$ cat src/rtl/i2c_slave_burst_fsm.sv
`default_nettype none
// ============================================================================
// Module   : i2c_slave_burst_fsm
// Brief    : I2C slave protocol engine with multi-byte bursts, repeated START,
//            STOP anywhere and bounded write bursts. Optional macro
//            I2C_SLV_GCALL_EN adds general-call (8'h00) address matching.
// Revision : 1.0 - initial release
// ============================================================================
module i2c_slave_burst_fsm #(
    parameter int MAX_BURST = 16,
    parameter int CNT_W     = $clog2(MAX_BURST + 1)
) (
    input  logic             pclk,
    input  logic             preset,
    input  logic             rx_edge,
    input  logic             tx_edge,
    input  logic             scl_in,
    input  logic             sda_in,
    input  logic [6:0]       own_addr,
    input  logic             rx_full,
    input  logic             tx_valid,
    input  logic [7:0]       tx_data,
    output logic             sda_oe,
    output logic [7:0]       rx_data,
    output logic             rx_valid,
    output logic             tx_pop,
    output logic             tx_underrun,
    output logic             stop_det,
    output logic [CNT_W-1:0] byte_cnt,
    output logic             busy,
    output logic [2:0]       state
);

    typedef enum logic [2:0] {
        S_IDLE  = 3'd0,
        S_ADDR  = 3'd1,
        S_AACK  = 3'd2,
        S_TXD   = 3'd3,
        S_TXACK = 3'd4,
        S_RXD   = 3'd5,
        S_RXACK = 3'd6
    } state_t;

    localparam logic [CNT_W-1:0] C_CNT_MAX = CNT_W'(MAX_BURST);
    localparam logic [CNT_W-1:0] C_CNT_LIM = CNT_W'(MAX_BURST - 1);

    state_t           r_state,      w_state;
    logic [7:0]       r_shreg,      w_shreg;
    logic [3:0]       r_bit_cnt,    w_bit_cnt;
    logic [CNT_W-1:0] r_byte_cnt,   w_byte_cnt;
    logic             r_rw,         w_rw;
    logic             r_mack,       w_mack;
    logic             r_ack,        w_ack;
    logic             r_sda_oe,     w_sda_oe;
    logic [7:0]       r_rx_data,    w_rx_data;
    logic             r_rx_valid,   w_rx_valid;
    logic             r_tx_pop,     w_tx_pop;
    logic             r_tx_underrun, w_tx_underrun;
    logic             r_stop_det,   w_stop_det;
    logic             r_busy;
    logic             r_sda_prev;

    logic             w_start;
    logic             w_stop;
    logic             w_rx;
    logic             w_match;
    logic [7:0]       w_load;
    logic [7:0]       w_shift_in;
    logic [7:0]       w_shift_out;
    logic [CNT_W-1:0] w_cnt_inc;

    assign w_start     = scl_in &  r_sda_prev & ~sda_in;
    assign w_stop      = scl_in & ~r_sda_prev &  sda_in;
    // A coincident tx_edge wins; rx_edge is dropped in that cycle.
    assign w_rx        = rx_edge & ~tx_edge;
    assign w_load      = tx_valid ? tx_data : 8'hFF;
    assign w_shift_in  = {r_shreg[6:0], sda_in};
    assign w_shift_out = {r_shreg[6:0], 1'b0};
    assign w_cnt_inc   = (r_byte_cnt == C_CNT_MAX) ? r_byte_cnt : r_byte_cnt + CNT_W'(1);

`ifdef I2C_SLV_GCALL_EN
    assign w_match = (r_shreg[7:1] == own_addr) || (r_shreg == 8'h00);
`else
    assign w_match = (r_shreg[7:1] == own_addr);
`endif

    always_comb begin
        w_state       = r_state;
        w_shreg       = r_shreg;
        w_bit_cnt     = r_bit_cnt;
        w_byte_cnt    = r_byte_cnt;
        w_rw          = r_rw;
        w_mack        = r_mack;
        w_ack         = r_ack;
        w_sda_oe      = r_sda_oe;
        w_rx_data     = r_rx_data;
        w_rx_valid    = 1'b0;
        w_tx_pop      = 1'b0;
        w_tx_underrun = 1'b0;
        w_stop_det    = 1'b0;

        if (w_start) begin
            w_state    = S_ADDR;
            w_bit_cnt  = 4'd0;
            w_byte_cnt = '0;
            w_sda_oe   = 1'b0;
        end else if (w_stop) begin
            w_byte_cnt = '0;
            if (r_state != S_IDLE) begin
                w_state    = S_IDLE;
                w_sda_oe   = 1'b0;
                w_stop_det = 1'b1;
            end
        end else begin
            case (r_state)
                S_IDLE: begin
                    w_sda_oe = 1'b0;
                end
                S_ADDR: begin
                    if (tx_edge) begin
                        if (r_bit_cnt == 4'd8) begin
                            if (w_match) begin
                                w_state  = S_AACK;
                                w_rw     = r_shreg[0];
                                w_sda_oe = 1'b1;
                            end else begin
                                w_state  = S_IDLE;
                                w_sda_oe = 1'b0;
                            end
                        end
                    end else if (w_rx && r_bit_cnt != 4'd8) begin
                        w_shreg   = w_shift_in;
                        w_bit_cnt = r_bit_cnt + 4'd1;
                    end
                end
                S_AACK: begin
                    w_sda_oe = 1'b1;
                    if (tx_edge) begin
                        w_bit_cnt = 4'd0;
                        if (r_rw) begin
                            w_state       = S_TXD;
                            w_shreg       = w_load;
                            w_sda_oe      = ~w_load[7];
                            w_tx_pop      = tx_valid;
                            w_tx_underrun = ~tx_valid;
                        end else begin
                            w_state  = S_RXD;
                            w_sda_oe = 1'b0;
                        end
                    end
                end
                S_TXD: begin
                    if (tx_edge) begin
                        if (r_bit_cnt == 4'd8) begin
                            w_state  = S_TXACK;
                            w_sda_oe = 1'b0;
                            w_mack   = 1'b1;
                        end else begin
                            w_shreg  = w_shift_out;
                            w_sda_oe = ~w_shift_out[7];
                        end
                    end else if (w_rx && r_bit_cnt != 4'd8) begin
                        w_bit_cnt = r_bit_cnt + 4'd1;
                    end
                end
                S_TXACK: begin
                    w_sda_oe = 1'b0;
                    if (tx_edge) begin
                        if (!r_mack) begin
                            w_state       = S_TXD;
                            w_byte_cnt    = w_cnt_inc;
                            w_bit_cnt     = 4'd0;
                            w_shreg       = w_load;
                            w_sda_oe      = ~w_load[7];
                            w_tx_pop      = tx_valid;
                            w_tx_underrun = ~tx_valid;
                        end else begin
                            w_state = S_IDLE;
                        end
                    end else if (w_rx) begin
                        w_mack = sda_in;
                    end
                end
                S_RXD: begin
                    if (tx_edge) begin
                        if (r_bit_cnt == 4'd8) begin
                            w_state = S_RXACK;
                            // Last slot of the burst is refused so the master sees the limit.
                            if (!rx_full && (r_byte_cnt < C_CNT_LIM)) begin
                                w_ack      = 1'b1;
                                w_sda_oe   = 1'b1;
                                w_byte_cnt = w_cnt_inc;
                            end else begin
                                w_ack    = 1'b0;
                                w_sda_oe = 1'b0;
                            end
                        end
                    end else if (w_rx && r_bit_cnt != 4'd8) begin
                        w_shreg   = w_shift_in;
                        w_bit_cnt = r_bit_cnt + 4'd1;
                        if (r_bit_cnt == 4'd7) begin
                            w_rx_data  = w_shift_in;
                            w_rx_valid = 1'b1;
                        end
                    end
                end
                S_RXACK: begin
                    if (tx_edge) begin
                        w_sda_oe  = 1'b0;
                        w_bit_cnt = 4'd0;
                        w_state   = r_ack ? S_RXD : S_IDLE;
                    end
                end
                default: begin
                    w_state  = S_IDLE;
                    w_sda_oe = 1'b0;
                end
            endcase
        end
    end

    always_ff @(posedge pclk) begin
        if (preset) begin
            r_state       <= S_IDLE;
            r_shreg       <= 8'h00;
            r_bit_cnt     <= 4'd0;
            r_byte_cnt    <= '0;
            r_rw          <= 1'b0;
            r_mack        <= 1'b1;
            r_ack         <= 1'b0;
            r_sda_oe      <= 1'b0;
            r_rx_data     <= 8'h00;
            r_rx_valid    <= 1'b0;
            r_tx_pop      <= 1'b0;
            r_tx_underrun <= 1'b0;
            r_stop_det    <= 1'b0;
            r_busy        <= 1'b0;
            r_sda_prev    <= 1'b1;
        end else begin
            r_state       <= w_state;
            r_shreg       <= w_shreg;
            r_bit_cnt     <= w_bit_cnt;
            r_byte_cnt    <= w_byte_cnt;
            r_rw          <= w_rw;
            r_mack        <= w_mack;
            r_ack         <= w_ack;
            r_sda_oe      <= w_sda_oe;
            r_rx_data     <= w_rx_data;
            r_rx_valid    <= w_rx_valid;
            r_tx_pop      <= w_tx_pop;
            r_tx_underrun <= w_tx_underrun;
            r_stop_det    <= w_stop_det;
            r_busy        <= (w_state != S_IDLE);
            r_sda_prev    <= sda_in;
        end
    end

    assign sda_oe      = r_sda_oe;
    assign rx_data     = r_rx_data;
    assign rx_valid    = r_rx_valid;
    assign tx_pop      = r_tx_pop;
    assign tx_underrun = r_tx_underrun;
    assign stop_det    = r_stop_det;
    assign byte_cnt    = r_byte_cnt;
    assign busy        = r_busy;
    assign state       = r_state;

endmodule
`default_nettype wire
$ cat config.mk
export PLATFORM = sky130hd
export DESIGN_NAME = i2c_slave_burst_fsm
export DESIGN_NICKNAME = d
export VERILOG_FILES = /design/src/rtl/i2c_slave_burst_fsm.sv
export SDC_FILE = /design/constraint.sdc
export NUM_CORES = 1
export LEC_CHECK = 0
export CORE_AREA = 4 4 99 101
export CTS_BUF_LIST = sky130_fd_sc_hd__clkbuf_2
export DETAILED_ROUTE_END_ITERATION = 10
export DIE_AREA = 0 0 103 105
export SLEW_MARGIN = 20
export SYNTH_ARGS = -nofsm -noshare
export SYNTH_HDL_FRONTEND = slang
export SYNTH_SLANG_ARGS = --single-unit
$ cat constraint.sdc
create_clock -name pclk -period 3.2 [get_ports pclk]
set_input_delay 0.64 -clock pclk [delete_from_list [all_inputs] [get_ports pclk]]
set_output_delay 0.64 -clock pclk [all_outputs]
set_load 0.01 [all_outputs]
# == Word-level counts from Yosys, hierarchy flattened ==
# Index checks and enable logic that the tools add are counted.
# totals
regBits,38
inputBits,23
out_inout_bits,22
# op_classes
n_addsub,2
n_lt_le_gt_ge,1
n_eq_ne,35
mux,73
bitwise_logic,15
reduce_logical,25
# ops
operator,count
$mux W8,9
$mux W3,14
$pmux W8 S4,1
$mux W5,6
$mux W1,29
$ne A2 B2 Y1 const B,14
$pmux W3 S7,1
$reduce_and A7 Y1,3
$mux W4,5
$ne A3 B3 Y1 const B,6
$reduce_and A6 Y1,3
$pmux W4 S3,1
$reduce_and A11 Y1,1
$not A1 Y1,10
$pmux W5 S2,1
$eq A3 B3 Y1 const B,3
$reduce_bool A3 Y1,3
$reduce_or A3 Y1,3
$ne A2 B1 Y1 const B,4
$eq A7 B7 Y1,1
$eq A3 B2 Y1 const B,2
$pmux W1 S2,3
$pmux W1 S6,1
$reduce_or A2 Y1,3
other kinds (17),24

# == Logic depth before layout (Yosys ltp) ==
# logic_depth
depth_word,8
mapped_depth,8

# == Least setup slack after synthesis ==
# No wires, ideal clock.
# synth_path
path_type,input-to-reg
start,in sda_in
end,"reg r_busy, in the netlist busy"
setup_time_ns,0.057
arrival_ns,1.786
path_slack_ns,1.356
stages,6
path_buffers,1
cell_sequence,clkbuf_2 and3b_1 nor2_1 nand2_1 a211oi_1 or3_1
# synth_between
elab_chain_cells,4
elab_cells_between_ends,6
classes_between,mux: 2; bitwise: 3; reduce/logical: 1
# synth_rtl
item,line,text
"start, declared",18,"input logic sda_in,"
$and A1 B1 Y1 / $not A1 Y1 (equally long branches),"73, 72",
$mux W3 / $and A1 B1 Y1 (equally long branches),"107, 72",
$mux W3 (*),102,if (w_start) begin
$reduce_bool A3 Y1 (*),253,r_busy <= (w_state != S_IDLE);
"end signal, assigned",253,
"end, declared",60,logic r_busy;
# Every way passes the cells marked *; elsewhere a longest branch is shown, timed or not.
# A chain may end at the register's enable or synchronous reset.

# == Final worst setup path ==
# layout_path
start,"reg r_state[2], in the netlist state[2]"
end,out state[2]
# layout_rtl
item,line,text
"start, declared",47,"state_t r_state, w_state;"
"start signal, assigned",240,r_state <= w_state;
"end, declared",31,output logic [2:0] state
# No word-level cell between the ends.

==> flow_summary.yaml <==
hold_path:
  min_from: "sda_oe$_SDFFE_PP0P_"
  hp-class: "flop to flop"
  hold_path_end: "sda_oe$_SDFFE_PP0P_"
  min_path_cells: 2
pwr:
  fin_total_pwr_mw: 0.8027
  power_density_nw_per_um2: 292.3
  power_leakage_nw: 1.031
  swShare_pct: 27.91
  clkPwrFrac_pct: 26.1
  p_int_mw: 0.5787
  seqPwrFrac_pct: 60.6
  switchingPower_mw: 0.2240
  ir_drop_v: 0.0001104
  comb_power_share_pct: 13.3
setup_path:
  worst_setup_path_end_kind: "primary output"
  reg2reg_to: "byte_cnt[1]$_SDFFE_PP0P_"
  cp-start-kind: "flop"
  path_delay_family: "flip-flops"
  critPathMaxFanout: 19
  cp.required_ns: 2.56
  crit_chain: "clkdlybuf4s50_1"
  critPathKind: "flop to primary output"
  cp_num_buf_inv: 1
  critPathMaxStageDelay_ns: 0.81
  cp.arrival_ns: 1.86
  critPathSlowestCell: "dfxtp_1"
  rr_startpoint: "state[2]$_SDFF_PP0_"
  reg2reg_slack_ns: 0.89
  reg2reg_depth: 5
cts:
  cts_hold_buf: 0
  clk_root_buffer_cell: "clkbuf_2"
  cts_tree: "built"
  clk_latency_ns: 0.40
  post_cts_resized: 0
  clk_path_buf_depth: 2
  cts_made_buffers: 5
  cts_max_level: 2
  cts.reportedPaths.clkPinSlew_ns: 0.19
  cts_num_sinks: 38
  cts_setup_buffers: 0
final_layout:
  drive_gt1_share_pct: 7.818
  fin_nets: 334
  syn_to_final_growth_pct: 26.29
  finalInstanceArea_um2: 2746
  utilization_pct: 30.44
  diodes: 0
synth:
  ys.flop_type: "dfxtp_1"
  yosysWarnings: 0
  syn_avg_cell_area_um2: 8.175
  seq_area_frac_synth_pct: 34.98
  synth.top_cell.area_share_pct: 34.98
  synth_area_um2: 2175
  ys_types: 49
  synth_edf_count: 0
  syn_nets: 293
  async_flop_share_pct: 0
  netlist_instances: 266
  ys_top_cells_by_area: "dfxtp_1 35%, mux2i_1 6.9%, a21oi_1 6.4%"
  ys_ff_latch: 38
  synth_top_area_cell: "dfxtp_1"
placed_design:
  dp_hpwl_um: 4204
  io_buffers: 44
  place_congestion: 0.8329
  post_dp_cell_area_um2: 2711
floorplanning:
  core_um2: 9021
  die_area_um2: 10820
  io-pin-count: 45
  rows: 35
  start_util_pct: 24.11
  die_w_um: 103
  die-height_um: 105
sta:
  finalCriticalPeriod_ns: 2.503
  worst_pin_slew_ns: 0.8121
  relSlewSlack_pct: 45.54
  skew_ns: 0.01648
  period_share_pct: 78.23
  finalMaxSlewViolations: 0
  final_hold_viol_count: 0
  setup_violations: 0
  tns_ns: 0
  grt_setup_unrepaired: "false"
  fmax_mhz: 399.5
detailed_routing:
  drc: 0
  avgRoutedWirePerCell_um: 13.38
  drt-total-wl_um: 5591
  drt.antenna.violating_nets: 0
  firstDrtPassIters: 4
  vias: 1992
  via_per_inst: 4.766
  drt_iter0_drc: 126
grt:
  antenna_found_initial: 0
  grt_overflow: 0
  grt_pass1_wl_um: 9246
  grt_max_degree: 22
  grt_pass1_vias: 1909
  track_usage_pct: 10.53
flow_run:
  drv_cap: 0
run_status:
  outcome: "finished clean"
-- power by group through the flow --
stage / combinational [mW] / sequential (mW) / clock [mW]
2_1_floorplan: 0.0624 / 0.492 / 0
3_3_place_gp: 0.107 / 0.496 / 0
3_5_place_dp: 0.107 / 0.496 / 0
4_1_cts: 0.107 / 0.487 / 0.218
5_1_grt: 0.117 / 0.489 / 0.239
6_report: 0.107 / 0.487 / 0.209
-- how the worst max path moves through the flow --
stage	slack (ns)	depth (start not counted)	start	end
finish	0.70	1	state[2]$_SDFF_PP0_	state[2]
floorplan	1.36	6	sda_in	busy$_SDFF_PP0_
CTS	0.68	1	state[0]$_SDFF_PP0_	state[0]
global route	0.60	1	state[2]$_SDFF_PP0_	state[2]
global placement	0.60	6	tx_edge	r_shreg[7]$_SDFFE_PP0P_
detailed placement	0.56	6	tx_edge	r_shreg[7]$_SDFFE_PP0P_
-- cell type report --
class,count,area (um2)
Inverter,15,56.30
Clock buffer,5,25.02
Multi-Input combinational cell,199,1285
Clock inverter,2,10.01
Fill cell,984,6275
Timing Repair Buffer,48,470.5
Tap cell,111,138.9
Sequential cell,38,760.7
-- cells by family (layout without fill, tap and decap cells) --
family / Yosys count / count (layout) / synth area share (%)
and+or+nand+nor: 117 / 117 / 29.11
AOI/OAI and AO/OA: 52 / 52 / 16.34
DFF: 38 / 38 / 34.98
buffers and inverters: 29 / 70 / 5.926
muxes: 15 / 15 / 6.904
xor gates and xnor gates: 11 / 11 / 4.430
adders and majority gates: 4 / 4 / 2.302
-- cell usage in the layout, fill, tap and decap left out, types with 3 or more instances in the layout --
cell type	n
mux2i_1	15
nor4_1	3
nor3b_1	3
and3b_1	3
o21ai_0	6
clkdlybuf4s50_1	44
and4b_1	3
nand3b_1	3
a21oi_1	28
and3_1	3
buf_4	4
xnor2_1	5
nand2_1	25
nand4_1	4
inv_1	14
dfxtp_1	38
ha_1	4
nor2b_1	4
nand2b_1	7
nand3_1	10
xor2_1	6
clkbuf_2	5
nand4b_1	3
a211oi_1	4
nor2_1	26
or2_2	6
nor3_1	5
-- per-stage QoR --
step,hold slack (ns),worst slack (ns),instances
floorplan,0.4603,1.356,266
global route,0.5374,0.5971,418
CTS,0.5186,0.6756,418
finish,0.5157,0.6966,418
detailed placement,0.4857,0.5628,411
global placement,0.4843,0.6007,411
-- state kept, by name, summed over array words and instances, names as in the netlist, 3 cells and up --
name	count
state	3
byte_cnt	5
rx_data	8
r_shreg	8
r_bit_cnt	4
-- per-layer routing --
layer	up-vias	share of wire (%)	global-route usage [%]
li1	1012	-	-
met1	917	46	14.29
met2	56	46	16.36
met3	7	6.3	2.870
met4	0	1.2	2.683
met5	-	0	0
-- cell usage after synthesis (4+ instances only) --
| master | count |
|---|---|
| dfxtp_1 | 38 |
| a21oi_1 | 28 |
| nor2_1 | 26 |
| nand2_1 | 25 |
| mux2i_1 | 15 |
| inv_1 | 14 |
| nand3_1 | 10 |
| clkbuf_1 | 7 |
| nand2b_1 | 7 |
| o21ai_0 | 6 |
| or2_2 | 6 |
| xor2_1 | 6 |
| nor3_1 | 5 |
| xnor2_1 | 5 |
| a211oi_1 | 4 |
| ha_1 | 4 |
| nand4_1 | 4 |
| nor2b_1 | 4 |
No activity file was read; power rests on OpenSTA's default activity.
